## src/rtl/instr_fetch_if.sv

```systemverilog
// Bundles the instruction-memory bus, the redirect request and the decoder
// handshake of the fetch unit. The master side is the fetch unit itself.
interface instr_fetch_if;
    logic        imem_req_o;
    logic [31:0] imem_addr_o;
    logic        imem_gnt_i;
    logic        imem_rvalid_i;
    logic [31:0] imem_rdata_i;
    logic        redirect_i;
    logic [31:0] redirect_pc_i;
    logic        instr_valid_o;
    logic        instr_ready_i;
    logic [31:0] instr_o;
    logic [31:0] instr_pc_o;
    logic        instr_misaligned_o;

    modport master (
        output imem_req_o, imem_addr_o,
        input  imem_gnt_i, imem_rvalid_i, imem_rdata_i,
        input  redirect_i, redirect_pc_i,
        output instr_valid_o, instr_o, instr_pc_o, instr_misaligned_o,
        input  instr_ready_i
    );

    modport slave (
        input  imem_req_o, imem_addr_o,
        output imem_gnt_i, imem_rvalid_i, imem_rdata_i,
        output redirect_i, redirect_pc_i,
        input  instr_valid_o, instr_o, instr_pc_o, instr_misaligned_o,
        output instr_ready_i
    );
endinterface

```

## src/rtl/instr_fetch.sv

```systemverilog
// Instruction fetch unit: credit-limited word requests to instruction memory,
// a registered prefetch FIFO of {word, pc}, and redirect/flush handling.
module instr_fetch #(
    parameter logic [31:0] BOOT_ADDR  = 32'h0000_0000,
    parameter int          FIFO_DEPTH = 2
) (
    input  logic          clk_i,
    input  logic          rst_i,
    instr_fetch_if.master bus
);

    localparam int PTR_W = (FIFO_DEPTH > 1) ? $clog2(FIFO_DEPTH) : 1;
    localparam int CNT_W = 8;

    typedef enum logic {FETCH, FAULT} state_t;

    state_t            state;
    logic [31:0]       fetch_pc;
    logic [31:0]       resp_pc;
    logic [31:0]       fault_pc;
    logic [31:0]       hold_addr;
    logic              hold_valid;
    logic              hold_stale;
    logic [CNT_W-1:0]  outstanding;
    logic [CNT_W-1:0]  discard;

    logic [31:0]       fifo_word [FIFO_DEPTH];
    logic [31:0]       fifo_pc   [FIFO_DEPTH];
    logic [PTR_W-1:0]  rd_ptr;
    logic [PTR_W-1:0]  wr_ptr;
    logic [PTR_W:0]    fifo_count;

    logic              fifo_empty;
    logic              pop;
    logic              push;
    logic              keep;
    logic              grant;
    logic              grant_stale;
    logic              grant_live;
    logic              credit_ok;
    logic [CNT_W:0]    credit_used;

    function automatic logic [PTR_W-1:0] ptr_inc(input logic [PTR_W-1:0] p);
        return (p == PTR_W'(FIFO_DEPTH - 1)) ? '0 : p + PTR_W'(1);
    endfunction

    // A pop this cycle frees a slot, so steady state sustains one fetch per cycle.
    assign fifo_empty  = (fifo_count == '0);
    assign pop         = (state == FETCH) && !fifo_empty && bus.instr_ready_i;
    assign credit_used = (CNT_W+1)'(fifo_count) + (CNT_W+1)'(outstanding) - (CNT_W+1)'(pop);
    assign credit_ok   = credit_used < (CNT_W+1)'(FIFO_DEPTH);

    assign bus.imem_req_o  = !rst_i && (hold_valid || ((state == FETCH) && credit_ok));
    assign bus.imem_addr_o = hold_valid ? hold_addr : fetch_pc;

    assign grant       = bus.imem_req_o && bus.imem_gnt_i;
    assign grant_stale = grant && hold_valid && hold_stale;
    assign grant_live  = grant && !(hold_valid && hold_stale);
    assign keep        = bus.imem_rvalid_i && (discard == '0);
    assign push        = !rst_i && !bus.redirect_i && keep;

    assign bus.instr_valid_o      = (state == FAULT) || !fifo_empty;
    assign bus.instr_misaligned_o = (state == FAULT);
    assign bus.instr_o            = ((state == FAULT) || fifo_empty) ? '0 : fifo_word[rd_ptr];
    assign bus.instr_pc_o         = (state == FAULT) ? fault_pc :
                                    fifo_empty       ? '0       : fifo_pc[rd_ptr];

    always_ff @(posedge clk_i) begin
        if (push) begin
            fifo_word[wr_ptr] <= bus.imem_rdata_i;
            fifo_pc[wr_ptr]   <= resp_pc;
        end
    end

    // A request left ungranted by a redirect is marked stale: its grant is
    // bookkept as a response to discard rather than as a live fetch.
    always_ff @(posedge clk_i) begin
        if (rst_i) begin
            state       <= FETCH;
            fetch_pc    <= BOOT_ADDR;
            resp_pc     <= BOOT_ADDR;
            fault_pc    <= '0;
            hold_addr   <= BOOT_ADDR;
            hold_valid  <= 1'b0;
            hold_stale  <= 1'b0;
            outstanding <= '0;
            discard     <= '0;
            rd_ptr      <= '0;
            wr_ptr      <= '0;
            fifo_count  <= '0;
        end else begin
            if (grant) begin
                hold_valid <= 1'b0;
                hold_stale <= 1'b0;
            end else if (bus.imem_req_o) begin
                hold_valid <= 1'b1;
                hold_addr  <= bus.imem_addr_o;
            end

            if (bus.redirect_i) begin
                if (bus.imem_req_o && !grant) begin
                    hold_stale <= 1'b1;
                end
                rd_ptr      <= '0;
                wr_ptr      <= '0;
                fifo_count  <= '0;
                discard     <= discard + outstanding + CNT_W'(grant) - CNT_W'(bus.imem_rvalid_i);
                outstanding <= '0;
                fetch_pc    <= bus.redirect_pc_i;
                resp_pc     <= bus.redirect_pc_i;
                if (bus.redirect_pc_i[1:0] != 2'b00) begin
                    state    <= FAULT;
                    fault_pc <= bus.redirect_pc_i;
                end else begin
                    state    <= FETCH;
                end
            end else begin
                discard     <= discard + CNT_W'(grant_stale)
                               - CNT_W'(bus.imem_rvalid_i && (discard != '0));
                outstanding <= outstanding + CNT_W'(grant_live) - CNT_W'(keep);
                if (grant_live) begin
                    fetch_pc <= fetch_pc + 32'd4;
                end
                if (push) begin
                    wr_ptr  <= ptr_inc(wr_ptr);
                    resp_pc <= resp_pc + 32'd4;
                end
                if (pop) begin
                    rd_ptr <= ptr_inc(rd_ptr);
                end
                fifo_count <= fifo_count + (PTR_W+1)'(push) - (PTR_W+1)'(pop);
            end
        end
    end

endmodule

```

## src/flat_wrapper.sv

```systemverilog
// flat-port wrapper written by rule: the top's interface ports become plain ports
module instr_fetch_flat 
#(
    parameter logic [31:0] BOOT_ADDR  = 32'h0000_0000,
    parameter int          FIFO_DEPTH = 2
)
  (clk_i, rst_i, bus_imem_req_o, bus_imem_addr_o, bus_imem_gnt_i, bus_imem_rvalid_i, bus_imem_rdata_i, bus_redirect_i, bus_redirect_pc_i, bus_instr_valid_o, bus_instr_o, bus_instr_pc_o, bus_instr_misaligned_o, bus_instr_ready_i);
  instr_fetch_if bus_i ();
  input  logic clk_i;
  input  logic rst_i;
  output wire logic [$bits(bus_i.imem_req_o)-1:0] bus_imem_req_o;
  output wire logic [$bits(bus_i.imem_addr_o)-1:0] bus_imem_addr_o;
  input wire logic [$bits(bus_i.imem_gnt_i)-1:0] bus_imem_gnt_i;
  input wire logic [$bits(bus_i.imem_rvalid_i)-1:0] bus_imem_rvalid_i;
  input wire logic [$bits(bus_i.imem_rdata_i)-1:0] bus_imem_rdata_i;
  input wire logic [$bits(bus_i.redirect_i)-1:0] bus_redirect_i;
  input wire logic [$bits(bus_i.redirect_pc_i)-1:0] bus_redirect_pc_i;
  output wire logic [$bits(bus_i.instr_valid_o)-1:0] bus_instr_valid_o;
  output wire logic [$bits(bus_i.instr_o)-1:0] bus_instr_o;
  output wire logic [$bits(bus_i.instr_pc_o)-1:0] bus_instr_pc_o;
  output wire logic [$bits(bus_i.instr_misaligned_o)-1:0] bus_instr_misaligned_o;
  input wire logic [$bits(bus_i.instr_ready_i)-1:0] bus_instr_ready_i;
  assign bus_imem_req_o = bus_i.imem_req_o;
  assign bus_imem_addr_o = bus_i.imem_addr_o;
  assign bus_i.imem_gnt_i = bus_imem_gnt_i;
  assign bus_i.imem_rvalid_i = bus_imem_rvalid_i;
  assign bus_i.imem_rdata_i = bus_imem_rdata_i;
  assign bus_i.redirect_i = bus_redirect_i;
  assign bus_i.redirect_pc_i = bus_redirect_pc_i;
  assign bus_instr_valid_o = bus_i.instr_valid_o;
  assign bus_instr_o = bus_i.instr_o;
  assign bus_instr_pc_o = bus_i.instr_pc_o;
  assign bus_instr_misaligned_o = bus_i.instr_misaligned_o;
  assign bus_i.instr_ready_i = bus_instr_ready_i;
  instr_fetch #(.BOOT_ADDR(BOOT_ADDR), .FIFO_DEPTH(FIFO_DEPTH)) u_core (.clk_i(clk_i), .rst_i(rst_i), .bus(bus_i));
endmodule
```

## config.mk

```make
export PLATFORM = sky130hd
export DESIGN_NAME = instr_fetch_flat
export DESIGN_NICKNAME = d
export VERILOG_FILES = /design/src/rtl/instr_fetch_if.sv /design/src/rtl/instr_fetch.sv /design/src/flat_wrapper.sv
export SDC_FILE = /design/constraint.sdc
export NUM_CORES = 1
export LEC_CHECK = 0
export BUFFER_PORTS_ARGS = -buffer_cell sky130_fd_sc_hd__buf_4
export CORE_MARGIN = 2
export CORE_UTILIZATION = 63
export DETAILED_ROUTE_END_ITERATION = 12
export PLACE_DENSITY = 0.88
export SLEW_MARGIN = 20
export SYNTH_ARGS = -nofsm -noshare
export SYNTH_HDL_FRONTEND = slang
export SYNTH_SLANG_ARGS = --single-unit
```

## constraint.sdc

```tcl
create_clock -name clk_i -period 8.5 [get_ports clk_i]
set_input_delay 0.85 -clock clk_i [delete_from_list [all_inputs] [get_ports clk_i]]
set_output_delay 0.85 -clock clk_i [all_outputs]
set_load 0.01 [all_outputs]
```

# --- Yosys cells after proc, flatten, opt, wreduce, memory -nomap -nowiden ---
# Memories as Yosys holds them, arrays and structs flattened. A register that Yosys moved wholly into a read port is not among the register bits.
# Index checks and enable logic that the tools add are counted.
# W data, S select, Z words.
classes:
  n_bitwise: 2
  addsub: 15
  order_cmp: 1
  muxes: 21
  n_reduce_logical: 32
ops:
  columns: ["cell", "n"]
  rows:
  - ["$mux W32", 8]
  - ["$add A32 B3 Y32 const B", 2]
  - ["$add A8 B1 Y8", 3]
  - ["$sub A8 B1 Y8", 3]
  - ["$logic_and A1 B1 Y1", 14]
  - ["$mux W1", 12]
  - ["$add A2 B8 Y9", 1]
  - ["$lt A9 B2 Y1 const B", 1]
  - ["$sub A9 B1 Y9", 1]
  - ["$add A8 B8 Y8", 1]
  - ["$logic_not A8 Y1", 1]
  - ["$mux W8", 1]
  - ["$reduce_bool A8 Y1", 1]
  - ["$reduce_bool A2 Y1", 3]
  - ["$logic_not A1 Y1", 5]
  - ["$reduce_and A2 Y1", 2]
  - ["$reduce_or A2 Y1", 2]
  - ["$logic_or A1 B1 Y1", 3]
  - ["$add A1 B1 Y1 const B", 2]
  - ["$add A2 B1 Y2", 1]
  - ["$logic_not A2 Y1", 1]
  - ["$not A1 Y1", 2]
  - ["$sub A2 B1 Y2", 1]
totals:
  reg_bits: 151
  mem_bits_rw: 128
  memories: 2
memory_table:
  columns: ["memory", "depth", "width", "read_ports", "rd_clocked_by_memory_dff", "wr", "line_no", "rtl"]
  rows:
  - ["u_core.fifo_pc", 2, 32, 1, 1, 1, "instr_fetch.sv:28", "logic [31:0] fifo_pc [FIFO_DEPTH];"]
  - ["u_core.fifo_word", 2, 32, 1, 1, 1, "instr_fetch.sv:27", "logic [31:0] fifo_word [FIFO_DEPTH];"]

# --- Logic depth before layout (Yosys ltp) ---
logic_depth:
  ltp_word: 15
  depth_mapped: 23
  ltp_nobuf: 20

# --- Worst setup path before layout ---
# Ideal clock, no wire load.
synth_path:
  path_type: "reg2reg"
  from: "register u_core.state (netlist: u_core.bus.instr_misaligned_o)"
  to: "register u_core.discard[6]"
  synth_period_minus_slack_ns: 5.123
  path_stages_with_launch: 23
  arrival_ns: 5.052
  setup_time_ns: 0.070
  path_slack_ns: 3.377
  required_time_ns: 8.430
  path_cell_list: "dfxtp_1 > clkbuf_1 > o21bai_1 > clkbuf_1 > nor2_1 > ha_1 > nand2b_1 > fa_1 > nor2b_1 > o221ai_1 > a211oi_1 > a311oi_2 > o41ai_1 > nand2_1 > fa_1 > fa_1 > nor2b_1 > o21ai_0 > a21boi_0 > o21a_1 > nor3_1 > nand3b_1 > a21oi_1"
synth_between:
  elab_chain_cells: 14
  elab_cells_between_ends: 16
synth_lines:
  columns: ["item", "line_no", "rtl"]
  rows:
  - ["start, declared", "instr_fetch.sv:17", "state_t state;"]
  - ["start signal, assigned", "instr_fetch.sv:79", "state <= FETCH;"]
  - ["start signal, assigned", "instr_fetch.sv:112", "state <= FAULT;"]
  - ["start signal, assigned", "instr_fetch.sv:115", "state <= FETCH;"]
  - ["$not A1 Y1 (*)", "instr_fetch.sv:49", "assign pop = (state == FETCH) && !fifo_empty && bus.instr_ready_i;"]
  - ["$logic_and A1 B1 Y1 (*) (2 in series)", "instr_fetch.sv:49", null]
  - ["via u_core.pop", "instr_fetch.sv:34", "logic pop;"]
  - ["$sub A9 B1 Y9 (*)", "instr_fetch.sv:50", "assign credit_used = (CNT_W+1)'(fifo_count) + (CNT_W+1)'(outstanding) - (CNT_W+1)'(pop);"]
  - ["$lt A9 B2 Y1 (*)", "instr_fetch.sv:51", "assign credit_ok = credit_used < (CNT_W+1)'(FIFO_DEPTH);"]
  - ["$logic_and A1 B1 Y1 (*)", "instr_fetch.sv:53", "assign bus.imem_req_o = !rst_i && (hold_valid || ((state == FETCH) && credit_ok));"]
  - ["$logic_or A1 B1 Y1 (*)", "instr_fetch.sv:53", null]
  - ["$logic_and A1 B1 Y1 (*)", "instr_fetch.sv:53", null]
  - ["$logic_and A1 B1 Y1 (*)", "instr_fetch.sv:56", "assign grant = bus.imem_req_o && bus.imem_gnt_i;"]
  - ["$logic_and A1 B1 Y1 (2 in series)", "instr_fetch.sv:57", "assign grant_stale = grant && hold_valid && hold_stale;"]
  - ["$add A8 B1 Y8", "instr_fetch.sv:118", "discard <= discard + CNT_W'(grant_stale)"]
  - ["$sub A8 B1 Y8", "instr_fetch.sv:119", "- CNT_W'(bus.imem_rvalid_i && (discard != '0));"]
  - ["$mux W8 (*)", "instr_fetch.sv:100", "if (bus.redirect_i) begin"]
  - ["end signal, assigned", "instr_fetch.sv:107", "discard <= discard + outstanding + CNT_W'(grant) - CNT_W'(bus.imem_rvalid_i);"]
  - ["end signal, assigned", "instr_fetch.sv:118", null]
  - ["end, declared", "instr_fetch.sv:25", "logic [CNT_W-1:0] discard;"]
# The timed path passes the listed nets; every way through them passes the cells marked *.
# A chain may end at the register's enable or synchronous reset.

# --- Worst setup path after layout ---
layout_path:
  from: "register u_core.fifo_count[0]"
  to: "register u_core.discard[6]"
layout_between:
  elab_chain_cells: 15
  elab_cells_between_ends: 18
layout_lines:
  columns: ["item", "line_no", "rtl"]
  rows:
  - ["start, declared", "instr_fetch.sv:31", "logic [PTR_W:0] fifo_count;"]
  - ["start signal, assigned", "instr_fetch.sv:131", "fifo_count <= fifo_count + (PTR_W+1)'(push) - (PTR_W+1)'(pop);"]
  - ["$logic_not A2 Y1 (*)", "instr_fetch.sv:48", "assign fifo_empty = (fifo_count == '0);"]
  - ["$logic_not A1 Y1 (*)", "instr_fetch.sv:49", null]
  - ["$logic_and A1 B1 Y1 (*) (2 in series)", "instr_fetch.sv:49", null]
  - ["via u_core.pop", "instr_fetch.sv:34", null]
  - ["$sub A9 B1 Y9 (*)", "instr_fetch.sv:50", null]
  - ["$lt A9 B2 Y1 (*)", "instr_fetch.sv:51", null]
  - ["$logic_and A1 B1 Y1 (*)", "instr_fetch.sv:53", null]
  - ["$logic_or A1 B1 Y1 (*)", "instr_fetch.sv:53", null]
  - ["$logic_and A1 B1 Y1 (*)", "instr_fetch.sv:53", null]
  - ["$logic_and A1 B1 Y1 (*)", "instr_fetch.sv:56", null]
  - ["$logic_and A1 B1 Y1 (2 in series)", "instr_fetch.sv:57", null]
  - ["$add A8 B1 Y8", "instr_fetch.sv:118", null]
  - ["$sub A8 B1 Y8", "instr_fetch.sv:119", null]
  - ["$mux W8 (*)", "instr_fetch.sv:100", null]
# Marks and branches as above.

==> flow_summary.json <==
{
  "clock_transition_at_path_regs_ns": 0.06,
  "core_area_mm2": 0.0210,
  "synth-xor-area-share": 0.0214,
  "finalClockSkew_ns": 0.0136,
  "path_max_fanout": 65,
  "wl_met3_um": 3440,
  "final_min_period_over_clock_period": 0.712,
  "switching_share": 0.342,
  "worst_path_most_repeated_cell": "fa_1",
  "post_cts_repair_resize_count": 0,
  "yosys.area_share.simple": 0.167,
  "totalWireLength_um": 34800,
  "finalCriticalPeriod_ns": 6.05,
  "initialDrtViolationCount": 1214,
  "drt_first_pass_iters": 6,
  "number_of_core_rows": 53,
  "drv_slew": 0,
  "flip_flop_and_latch_count_after_synthesis": 280,
  "synthesized_area_fraction_occupied_by_ao_oa_aoi_and_oai_cells": 0.148,
  "finalSetupViolations": 0,
  "initial_core_util": 0.642,
  "cellInternalPower_mw": 2.78,
  "globalRouteOverflowTotal": 0,
  "rsz0062_at_grt": "no",
  "post-cts-setup-buffer-count": 0,
  "critPathLaunchType": "flop",
  "cts-hold-fix-buffers": 0,
  "synth_nets": 1500,
  "layout_cells_sized_above_1": 0.171,
  "synth-main-ff-cell": "dfxtp_1",
  "gpl.final_weighted_congestion": 0.903,
  "fmax_mhz": 165,
  "numClockSinks": 280,
  "ys.warnings.count": 0,
  "detailedPlace.worstSlack_ns": 2.53,
  "met2_length_um": 16100,
  "synth_async_sr_flop_share": 0,
  "area_growth_pct": 17.4,
  "syn_area_per_cell_um2": 9.75,
  "slew-limit-headroom": 0.240,
  "routedWlPerCell_um": 19.2,
  "finalCoreUtilization": 0.754,
  "yosysTopAreaCellShare": 0.285,
  "place.detailed.hpwl_um": 23600,
  "timing.final.ws_setup_ns": 2.45,
  "worst_pin_slew_ns": 1.14,
  "critPathRequiredTime_ns": 8.97,
  "routedLengthMet1_um": 13700,
  "grt_start_max_net_pins": 85,
  "area_enclosed_by_the_die_boundary_mm2": 0.0226,
  "clock_tree_buf_depth": 3,
  "post_synth_fa_ha_maj_area_fraction": 0.0454,
  "worstSetupPathType": "reg -> reg",
  "post_synth_main_area_contributors": "edfxtp_1, dfxtp_1, nand2_1",
  "power.density_cell_area_mw_per_mm2": 266,
  "min-delay-path-class": "reg -> reg",
  "static-leakage-power_nw": 5.89,
  "global_route.usage.total": 0.302,
  "hold_viol_final": 0,
  "clock_tree.htree_level_count": 1,
  "critical_path.top_delay_family": "compound AO/OA/AOI/OAI gates",
  "combinationalPowerShare": 0.339,
  "critical_path.cell_chain": "o21bai_4 > buf_4 > nor2_1 > ha_1 > nand2b_1 > fa_1 > nor2b_1 > o221ai_1 > a21oi_1 > o2111ai_2 > o41ai_1 > nand2_1 > fa_1 > fa_1 > nor2b_1 > o21ai_0 > a21boi_0 > o21a_1 > nor3_1 > nand3b_1 > a21oi_1",
  "synth_top_family_by_area": "simple AND/OR/NAND/NOR gates",
  "power.switching_mw": 1.44,
  "remaining_drc_errors": 0,
  "drt.antenna.violating_nets": 0,
  "number_of_nets_at_the_end_of_the_flow": 1629,
  "vdd.ir_drop.worst_uv": 270,
  "floorplan.io_pins": 169,
  "crit_arrival_ns": 6.53,
  "synth.yosys.seq_area_share": 0.510,
  "pwr-share-clk": 0.287,
  "fillers": 1414,
  "maximum_single_stage_delay_on_the_critical_path_ns": 0.69,
  "clock_latency_reported_for_the_late_side_of_the_worst_skew_pair_ns": 0.54,
  "tritoncts": "yes",
  "synthMuxAreaShare": 0.0641,
  "timing.max_cap.violations": 0,
  "worst_path_max_delay_cell": "o41ai_1",
  "mappedNetlistArea_mm2": 0.0135,
  "finalSetupTns_ns": 0,
  "hold_ws_ns": 0.456,
  "critical_path.n_buffers_inverters": 1,
  "synth.distinct_cells": 71,
  "p_seq_frac": 0.374,
  "antenna_cells_inserted": 0,
  "die_height_um": 150,
  "postSynthCellCount": 1384,
  "port-buffer-count": 168,
  "first_global_vias": 10600,
  "critical_path.endpoint_type": "flop",
  "cts_buffers": 28,
  "fp.dieW_um": 150,
  "report.power.total_mw": 4.22,
  "synth_area_leader_cell": "edfxtp_1",
  "grt_pass1_wl_um": 54200,
  "via_count": 11200,
  "cts_root_buf": "clkbuf_16",
  "drt-vias-per-instance": 6.18,
  "synth_enable_flop_cells": 128,
  "grt_antenna_before_repair": 0,
  "highest_layer": "met4",
  "outcome": "completed"
}
## final timing paths
path | endpoint | slack, ns | from | cells after the start
hold / removal | u_core.fault_pc[12]$_SDFFE_PP0P_ | 0.46 | u_core.fault_pc[12]$_SDFFE_PP0P_ | 2
hold reg to reg | u_core.fault_pc[12]$_SDFFE_PP0P_ | 0.46 | u_core.fault_pc[12]$_SDFFE_PP0P_ | 2
setup reg to reg | u_core.discard[6]$_SDFF_PP0_ | 2.45 | u_core.fifo_count[0]$_SDFF_PP0_ | 21
setup / recovery | u_core.discard[6]$_SDFF_PP0_ | 2.45 | u_core.fifo_count[0]$_SDFF_PP0_ | 21
## synth_stat cells (14+ instances only)
library cell and count:
a21oi_1 112, a311oi_1 16, and3_1 25, clkbuf_1 66, dfxtp_1 152, edfxtp_1 128, ha_1 41, inv_1 71
mux2_2 19, mux2i_1 65, nand2_1 187, nand2b_1 43, nand3_1 22, nand4_1 23, nor2_1 100, nor2b_1 14
o21ai_0 88, xnor2_1 19, xor2_1 14
## power by group through the flow
stage	clock network (mW)	registers, mW	logic [mW]
after floorplan	0	1.58	1.05
after global placement	0	1.59	1.36
after detailed placement	0	1.60	1.40
after CTS	1.22	1.57	1.41
after global routing	1.27	1.59	1.59
final	1.21	1.58	1.43
## kinds of logic after synthesis
logic type                 Yosys count
and+or+nand+nor                    474
AOI/OAI and AO/OA                  314
DFF                                280
buffers and inverters              153
muxes                               84
adders and majority gates           46
xor gates and xnor gates            33
## through the flow
step | std cells | instance area (um2)
floorplan | 1384 | 13500
global placement | 1758 | 14900
detailed placement | 1758 | 14900
CTS | 1810 | 15800
global route | 1810 | 15800
finish | 1810 | 15800
## sequential cells by signal, summed over array words and instances (netlist names), named ones only
signal                         cells
u_core.discard                     8
u_core.fault_pc                   32
u_core.outstanding                 8
u_core.bus.instr_misaligned_o      1
u_core.fifo_word                  64
u_core.wr_ptr                      1
u_core.fetch_pc                   32
u_core.hold_valid                  1
u_core.rd_ptr                      1
u_core.fifo_pc                    64
u_core.resp_pc                    32
u_core.fifo_count                  2
u_core.hold_addr                  32
## per-layer routing
metal	vias up	track usage
met5	-	0
met4	0	0.132
met3	105	0.0561
met2	600	0.494
met1	5274	0.395
li1	5211	-
## layout make-up
type                       instances  area, um2  area share
inverter                          71        267      0.0168
sequential                       280       6890       0.435
clock inverter                    14        125     0.00790
clock buffer                      38        779      0.0492
tap                              275        344      0.0217
timing repair buffer             181       1360      0.0858
multi-input combinational        951       6080       0.384
## placed cells by master (no fill, tap or decap), drive strengths merged, types with 22 or more instances in the layout
master / synthesis / layout
ha: 41 / 41
clkbuf: 66 / 38
nand2: 187 / 187
and3: 25 / 25
mux2i: 65 / 65
nor2: 100 / 100
nand2b: 43 / 43
inv: 71 / 72
buf: 16 / 181
a21oi: 112 / 112
o21ai: 88 / 88
dfxtp: 152 / 152
nand4: 23 / 23
nand3: 22 / 22
edfxtp: 128 / 128
## worst reg2reg max path: stages (launching register included)
cell and delay [ns]:
dfxtp_1 0.37, o21bai_4 0.15, buf_4 0.55, nor2_1 0.27, ha_1 0.36, nand2b_1 0.16, fa_1 0.41, nor2b_1 0.23
o221ai_1 0.21, a21oi_1 0.22, o2111ai_2 0.30, o41ai_1 0.69, nand2_1 0.16, fa_1 0.49, fa_1 0.43, nor2b_1 0.12
o21ai_0 0.10, a21boi_0 0.28, o21a_1 0.16, nor3_1 0.04, nand3b_1 0.15, a21oi_1 0.14
(Power assumes the default switching activity.)
